### src/rtl/mode_arbiter_pkg.sv
// Shared definitions for the mode arbiter: FSM states, owner encodings and parameter defaults.
package mode_arbiter_pkg;

  typedef enum logic [1:0] {
    ACTIVE   = 2'd0,
    DRAIN    = 2'd1,
    BLANK    = 2'd2,
    HANDOVER = 2'd3
  } state_t;

  localparam int          TIMER_W           = 16;
  localparam logic        OWNER_ENC         = 1'b0;
  localparam logic        OWNER_DEC         = 1'b1;
  localparam logic [15:0] DEF_DRAIN_TIMEOUT = 16'd50000;
  localparam logic [15:0] DEF_BLANK_CYCLES  = 16'd25000;
  localparam logic [63:0] DEF_BLANK_PATTERN = 64'hFFFF_FFFF_FFFF_FFFF;

endpackage

### src/rtl/mode_arbiter_cycle_timer.sv
// Free-running cycle counter with synchronous clear and a terminal-count compare.
module cycle_timer
  import mode_arbiter_pkg::*;
(
  input  logic               clk,
  input  logic               rst,
  input  logic               clear,
  input  logic               en,
  input  logic [TIMER_W-1:0] terminal,
  output logic               done
);

  logic [TIMER_W-1:0] count;

  always_ff @(posedge clk) begin
    if (rst || clear) begin
      count <= '0;
    end else if (en) begin
      count <= count + 1'b1;
    end
  end

  assign done = (count == terminal);

endmodule

### src/rtl/mode_arbiter.sv
// Grants keypad, backspace and display to the encoder or decoder and sequences mode changes.
// Optional KEY_BUFFER_EN: hold the first key seen during a switch and replay it to the new owner.
module mode_arbiter
  import mode_arbiter_pkg::*;
#(
  parameter logic [15:0] DRAIN_TIMEOUT = DEF_DRAIN_TIMEOUT,
  parameter logic [15:0] BLANK_CYCLES  = DEF_BLANK_CYCLES,
  parameter logic [63:0] BLANK_PATTERN = DEF_BLANK_PATTERN
) (
  input  logic        clk,
  input  logic        rst,
  input  logic        mode_req,
  input  logic        key_flag,
  input  logic [3:0]  key_value,
  input  logic        bksp,
  input  logic        enc_busy,
  input  logic        dec_busy,
  input  logic [63:0] enc_seg,
  input  logic [63:0] dec_seg,
  output logic        mode,
  output logic        enc_key_flag,
  output logic        dec_key_flag,
  output logic [3:0]  key_value_o,
  output logic        enc_bksp,
  output logic        dec_bksp,
  output logic        enc_clr,
  output logic        dec_clr,
  output logic        abort,
  output logic [63:0] seg_frame,
  output logic        switching,
  output state_t      state
);

  // Handshake: all strobes are single-cycle pulses with no ready/backpressure;
  // a consumer must accept a strobe in the cycle it is high.

  state_t       state_q, state_d;
  logic         mode_d;
  logic         enc_clr_d, dec_clr_d, abort_d;
  logic         owner_busy;
  logic         timer_done;
  logic [15:0]  terminal;
  logic         route_key, route_bksp;
  logic [3:0]   route_value;
  logic         buf_valid;
  logic [3:0]   buf_value;

  assign state      = state_q;
  assign switching  = (state_q != ACTIVE);
  assign owner_busy = (mode == OWNER_DEC) ? dec_busy : enc_busy;
  assign seg_frame  = (state_q == ACTIVE || state_q == DRAIN)
                      ? ((mode == OWNER_DEC) ? dec_seg : enc_seg)
                      : BLANK_PATTERN;

  always_comb begin
    terminal = '0;
    case (state_q)
      DRAIN:   terminal = DRAIN_TIMEOUT - 16'd1;
      BLANK:   terminal = BLANK_CYCLES - 16'd1;
      default: terminal = '0;
    endcase
  end

  cycle_timer u_timer (
    .clk      (clk),
    .rst      (rst),
    .clear    (state_d != state_q),
    .en       (state_q != ACTIVE),
    .terminal (terminal),
    .done     (timer_done)
  );

  always_comb begin
    state_d   = state_q;
    mode_d    = mode;
    enc_clr_d = 1'b0;
    dec_clr_d = 1'b0;
    abort_d   = 1'b0;
    case (state_q)
      ACTIVE: begin
        if (mode_req) state_d = DRAIN;
      end
      DRAIN: begin
        if (!owner_busy) begin
          state_d = BLANK;
        end else if (timer_done) begin
          // Owner never went idle: force the switch and clear the old owner.
          state_d = BLANK;
          abort_d = 1'b1;
          if (mode == OWNER_DEC) dec_clr_d = 1'b1;
          else                   enc_clr_d = 1'b1;
        end
      end
      BLANK: begin
        if (timer_done) begin
          state_d = HANDOVER;
          mode_d  = ~mode;
          if (mode == OWNER_ENC) dec_clr_d = 1'b1;
          else                   enc_clr_d = 1'b1;
        end
      end
      HANDOVER: state_d = ACTIVE;
      default:  state_d = ACTIVE;
    endcase
  end

`ifdef KEY_BUFFER_EN
  always_ff @(posedge clk) begin
    if (rst) begin
      buf_valid <= 1'b0;
      buf_value <= '0;
    end else if (state_q == ACTIVE) begin
      buf_valid <= 1'b0;
    end else if (key_flag && !buf_valid) begin
      buf_valid <= 1'b1;
      buf_value <= key_value;
    end
  end
`else
  assign buf_valid = 1'b0;
  assign buf_value = 4'd0;
`endif

  // A pending replay wins the first ACTIVE cycle so it lands after the clr.
  always_comb begin
    route_key   = 1'b0;
    route_value = key_value;
    route_bksp  = 1'b0;
    if (state_q == ACTIVE) begin
      route_bksp = bksp;
      if (buf_valid) begin
        route_key   = 1'b1;
        route_value = buf_value;
      end else begin
        route_key = key_flag;
      end
    end
  end

  always_ff @(posedge clk) begin
    if (rst) begin
      state_q      <= ACTIVE;
      mode         <= OWNER_ENC;
      enc_key_flag <= 1'b0;
      dec_key_flag <= 1'b0;
      key_value_o  <= '0;
      enc_bksp     <= 1'b0;
      dec_bksp     <= 1'b0;
      enc_clr      <= 1'b0;
      dec_clr      <= 1'b0;
      abort        <= 1'b0;
    end else begin
      state_q      <= state_d;
      mode         <= mode_d;
      enc_key_flag <= route_key && (mode == OWNER_ENC);
      dec_key_flag <= route_key && (mode == OWNER_DEC);
      enc_bksp     <= route_bksp && (mode == OWNER_ENC);
      dec_bksp     <= route_bksp && (mode == OWNER_DEC);
      enc_clr      <= enc_clr_d;
      dec_clr      <= dec_clr_d;
      abort        <= abort_d;
      if (route_key) key_value_o <= route_value;
    end
  end

endmodule

### config.mk
export PLATFORM = sky130hd
export DESIGN_NAME = mode_arbiter
export DESIGN_NICKNAME = d
export VERILOG_FILES = /design/src/rtl/mode_arbiter_pkg.sv /design/src/rtl/mode_arbiter_cycle_timer.sv /design/src/rtl/mode_arbiter.sv
export SDC_FILE = /design/constraint.sdc
export NUM_CORES = 1
export LEC_CHECK = 0
export ABC_AREA = 1
export CAP_MARGIN = 20
export CORE_AREA = 2 2 85 87
export DETAILED_ROUTE_END_ITERATION = 8
export DIE_AREA = 0 0 87 89
export DONT_BUFFER_PORTS = 1
export PLACE_DENSITY_LB_ADDON = 0.2
export RECOVER_POWER = 25
export SLEW_MARGIN = 20
export SYNTH_ARGS = -nofsm -noshare
export SYNTH_HDL_FRONTEND = slang
export SYNTH_SLANG_ARGS = --single-unit
export TNS_END_PERCENT = 50
### constraint.sdc
create_clock -name clk -period 3.2 [get_ports clk]
set_input_delay 0.16 -clock clk [delete_from_list [all_inputs] [get_ports clk]]
set_output_delay 0.16 -clock clk [all_outputs]
set_load 0.05 [all_outputs]
==> results.ini <==
[synth]
ys_types=26
synth-xor-area-share_pct=4.92
netlist_instances=426
syn-mean-instance-area_um2=5.85
synth.mux.area_fraction_pct=0.804
synth_area_um2=2490
yosys_warnings=0
yosys.area_share.simple_pct=54.6
synth-seq-cells=30
synth_top_family_by_area=simple AND/OR/NAND/NOR gates
synth_compound_area_share_pct=3.42
synth_nets=571
ys_seq_area_share_pct=24.1
synth_fa_ha_area_share_pct=3.01

[floorplan]
die_h_um=89
floorplan.initialDensity_pct=37.1
dieArea_um2=7740
num_rows=30
core-area_um2=6720
die_w_um=87
pin_count=218

[place]
portBuffers=0
gp_congestion=0.874
place_area_um2=2560
place.detailed.hpwl_um=6950
dpl.cell_count=492

[cells_and_area]
synthToLayoutAreaGrowth_pct=6.28
fin_nets=565
drive_above_1_share_pct=9.50
design_area_um2=2650
fin_cells=501
antennaDiodeCount=0

[timing]
tightest_slew_ns=1.25
setup_tns_ns=0
clock_skew_ns=0.00595
slew_headroom_pct=16.8
hold_violations=0
rsz0062_at_grt=false
finalSetupViolCount=0
fin_crit_ns=2.88
timing.fmax_mhz=347
slew_violations=0
min_period_over_period_pct=90.0
holdWs_ns=0.0203

[detailed_routing]
viasPerCell=5.47
drt-wirelength-per-cell_um=17.6
drc=0
drt-met1-wl_um=3700
wirelength_um=8820
ant_nets=0
met2_length_um=3860
dr.pass1.iters=4
wl_met3_um=1110
top_layer_used=met4
vias=2742
dr.first_iter.drc_count=135

[setup_path]
cp_max_fo=56
cp_num_cells=3
crit_path_top_delay_cell=clkbuf_2
worst_setup_path_end_kind=output port
required_ns=3.04
crit_chain=clkbuf_2, nand2_1, nand3_1
cp-start-kind=flip-flop
path_buf_inv=1
cp_top_family=buffers and inverters
critPathKind=flip-flop to output port
cp_data_arrival_time_ns=2.72
rr_worst_depth=15
critPathMaxStageDelay_ns=1.04

[cts]
htreeDepth=2
clock_sinks=30
cts_resized=0
numCtsBuffers=5
clk_pin_slew_ns=0.07
clk-insertion-delay-late_ns=0.29
cts_tree=built
cts-root-buf=clkbuf_8
clockBufferDepth=2

[global_route]
track_usage_pct=20.2
gr-total-overflow=0
grt_max_degree=70
grt_pass1_vias=2280
grt_pass1_wl_um=11800
grt_antenna_before_repair=0

[power]
p_sw_share_pct=52.8
p_int_mw=0.644
p_clk_share_pct=23.5
seqPwrFrac_pct=30.7
power_switching_mw=0.720
comb_power_share_pct=45.7
peakVddDrop_mv=0.242
power.density_nw_per_um2=515
leakage_nw=1.19

[outcome]
status=finished, final reports clean

[hold_path]
min_path_type=input port to flip-flop
worstHoldPathCells=2

[job]
max_cap_violations=0

==> per-stage QoR <==
step                      setup slack [ns]  util, %  total power, mW
after global routing                 0.134     39.4             1.43
final                                0.320     39.4             1.36
after floorplan                      0.637        -            0.975
after global placement               0.739     38.1             1.05
after CTS                            0.359     39.6             1.38
after detailed placement             0.685     38.1             1.05
==> Yosys cell counts <==
master	n	area (µm²)
buf_2	2	10.0
nor3_2	10	100
inv_1	24	90.1
nand2_2	1	6.26
nand3_2	3	30.0
o21bai_1	1	7.51
nor2_1	21	78.8
nand3_4	1	17.5
o21ai_0	9	45.0
ha_1	6	75.1
a21oi_1	5	25.0
nand3_1	72	360
buf_1	1	3.75
nand2_1	177	664
buf_6	3	33.8
nor3_1	13	65.1
clkbuf_1	20	75.1
xor2_1	14	123
nand4_1	1	6.26
a211oi_1	1	7.51
dfxtp_1	30	601
mux2i_1	2	20.0
nor4_1	1	6.26
nor2_2	4	25.0
inv_2	3	11.3
clkinv_1	1	3.75
==> power groups by stage <==
stage / clock network [mW] / logic (mW) / registers, mW
3_5_place_dp: 0 / 0.626 / 0.428
5_1_grt: 0.344 / 0.661 / 0.421
3_3_place_gp: 0 / 0.624 / 0.428
2_1_floorplan: 0 / 0.542 / 0.433
4_1_cts: 0.330 / 0.629 / 0.420
6_report: 0.321 / 0.624 / 0.419
==> final cells by class <==
| type | instances | area (µm²) |
|---|---|---|
| fill | 716 | 4070 |
| multi-input combinational | 342 | 1660 |
| sequential | 30 | 601 |
| inverter | 28 | 105 |
| tap | 80 | 100 |
| timing repair buffer | 13 | 90.1 |
| clock buffer | 7 | 86.3 |
| clock inverter | 1 | 5.00 |
==> layer usage <==
metal / up-vias / track usage [%]
met5: - / 0
met4: 0 / 5.82
met3: 10 / 8.59
met2: 168 / 28.1
met1: 1219 / 28.3
li1: 1345 / -
==> worst paths after layout <==
check	startpoint	endpoint	slack (ns)
worst max-delay path	mode	seg_frame[53]	0.32
worst min-delay path	bksp	dec_bksp	0.02
worst max register to register	state[1]	u_timer.count[4]	0.66
worst min register to register	u_timer.count[12]	u_timer.count[12]	0.58
==> flip-flops by register name (all words and copies together) (netlist names) <==
| name | cells |
|---|---|
| dec_key_flag | 1 |
| dec_clr | 1 |
| state | 2 |
| dec_bksp | 1 |
| key_value_o | 4 |
| u_timer.count | 16 |
| mode | 1 |
| abort | 1 |
| enc_bksp | 1 |
| enc_clr | 1 |
| enc_key_flag | 1 |
==> cells by family (layout without fill, tap and decap cells) <==
family | count (synthesis) | in the layout
compound gates | 16 | 16
mux | 2 | 2
fa+ha+maj | 6 | 6
xor+xnor | 14 | 14
flops | 30 | 30
simple gates | 304 | 304
buf+inv | 54 | 49
==> cell usage in the layout (no fill, tap or decap), drive strengths merged, types with 2 or more instances in the layout <==
cell type	instances
nand2	178
nand3	76
dfxtp	30
inv	28
nor2	25
nor3	23
xor2	14
clkbuf	10
o21ai	9
buf	9
ha	6
a21oi	5
mux2i	2
==> what timing repair did <==
item	in CTS	in global routing
endpoints found under the hold margin	8	0
buffers inserted	0	0
hold buffers	1	0
No activity file was read; power rests on OpenSTA's default activity.
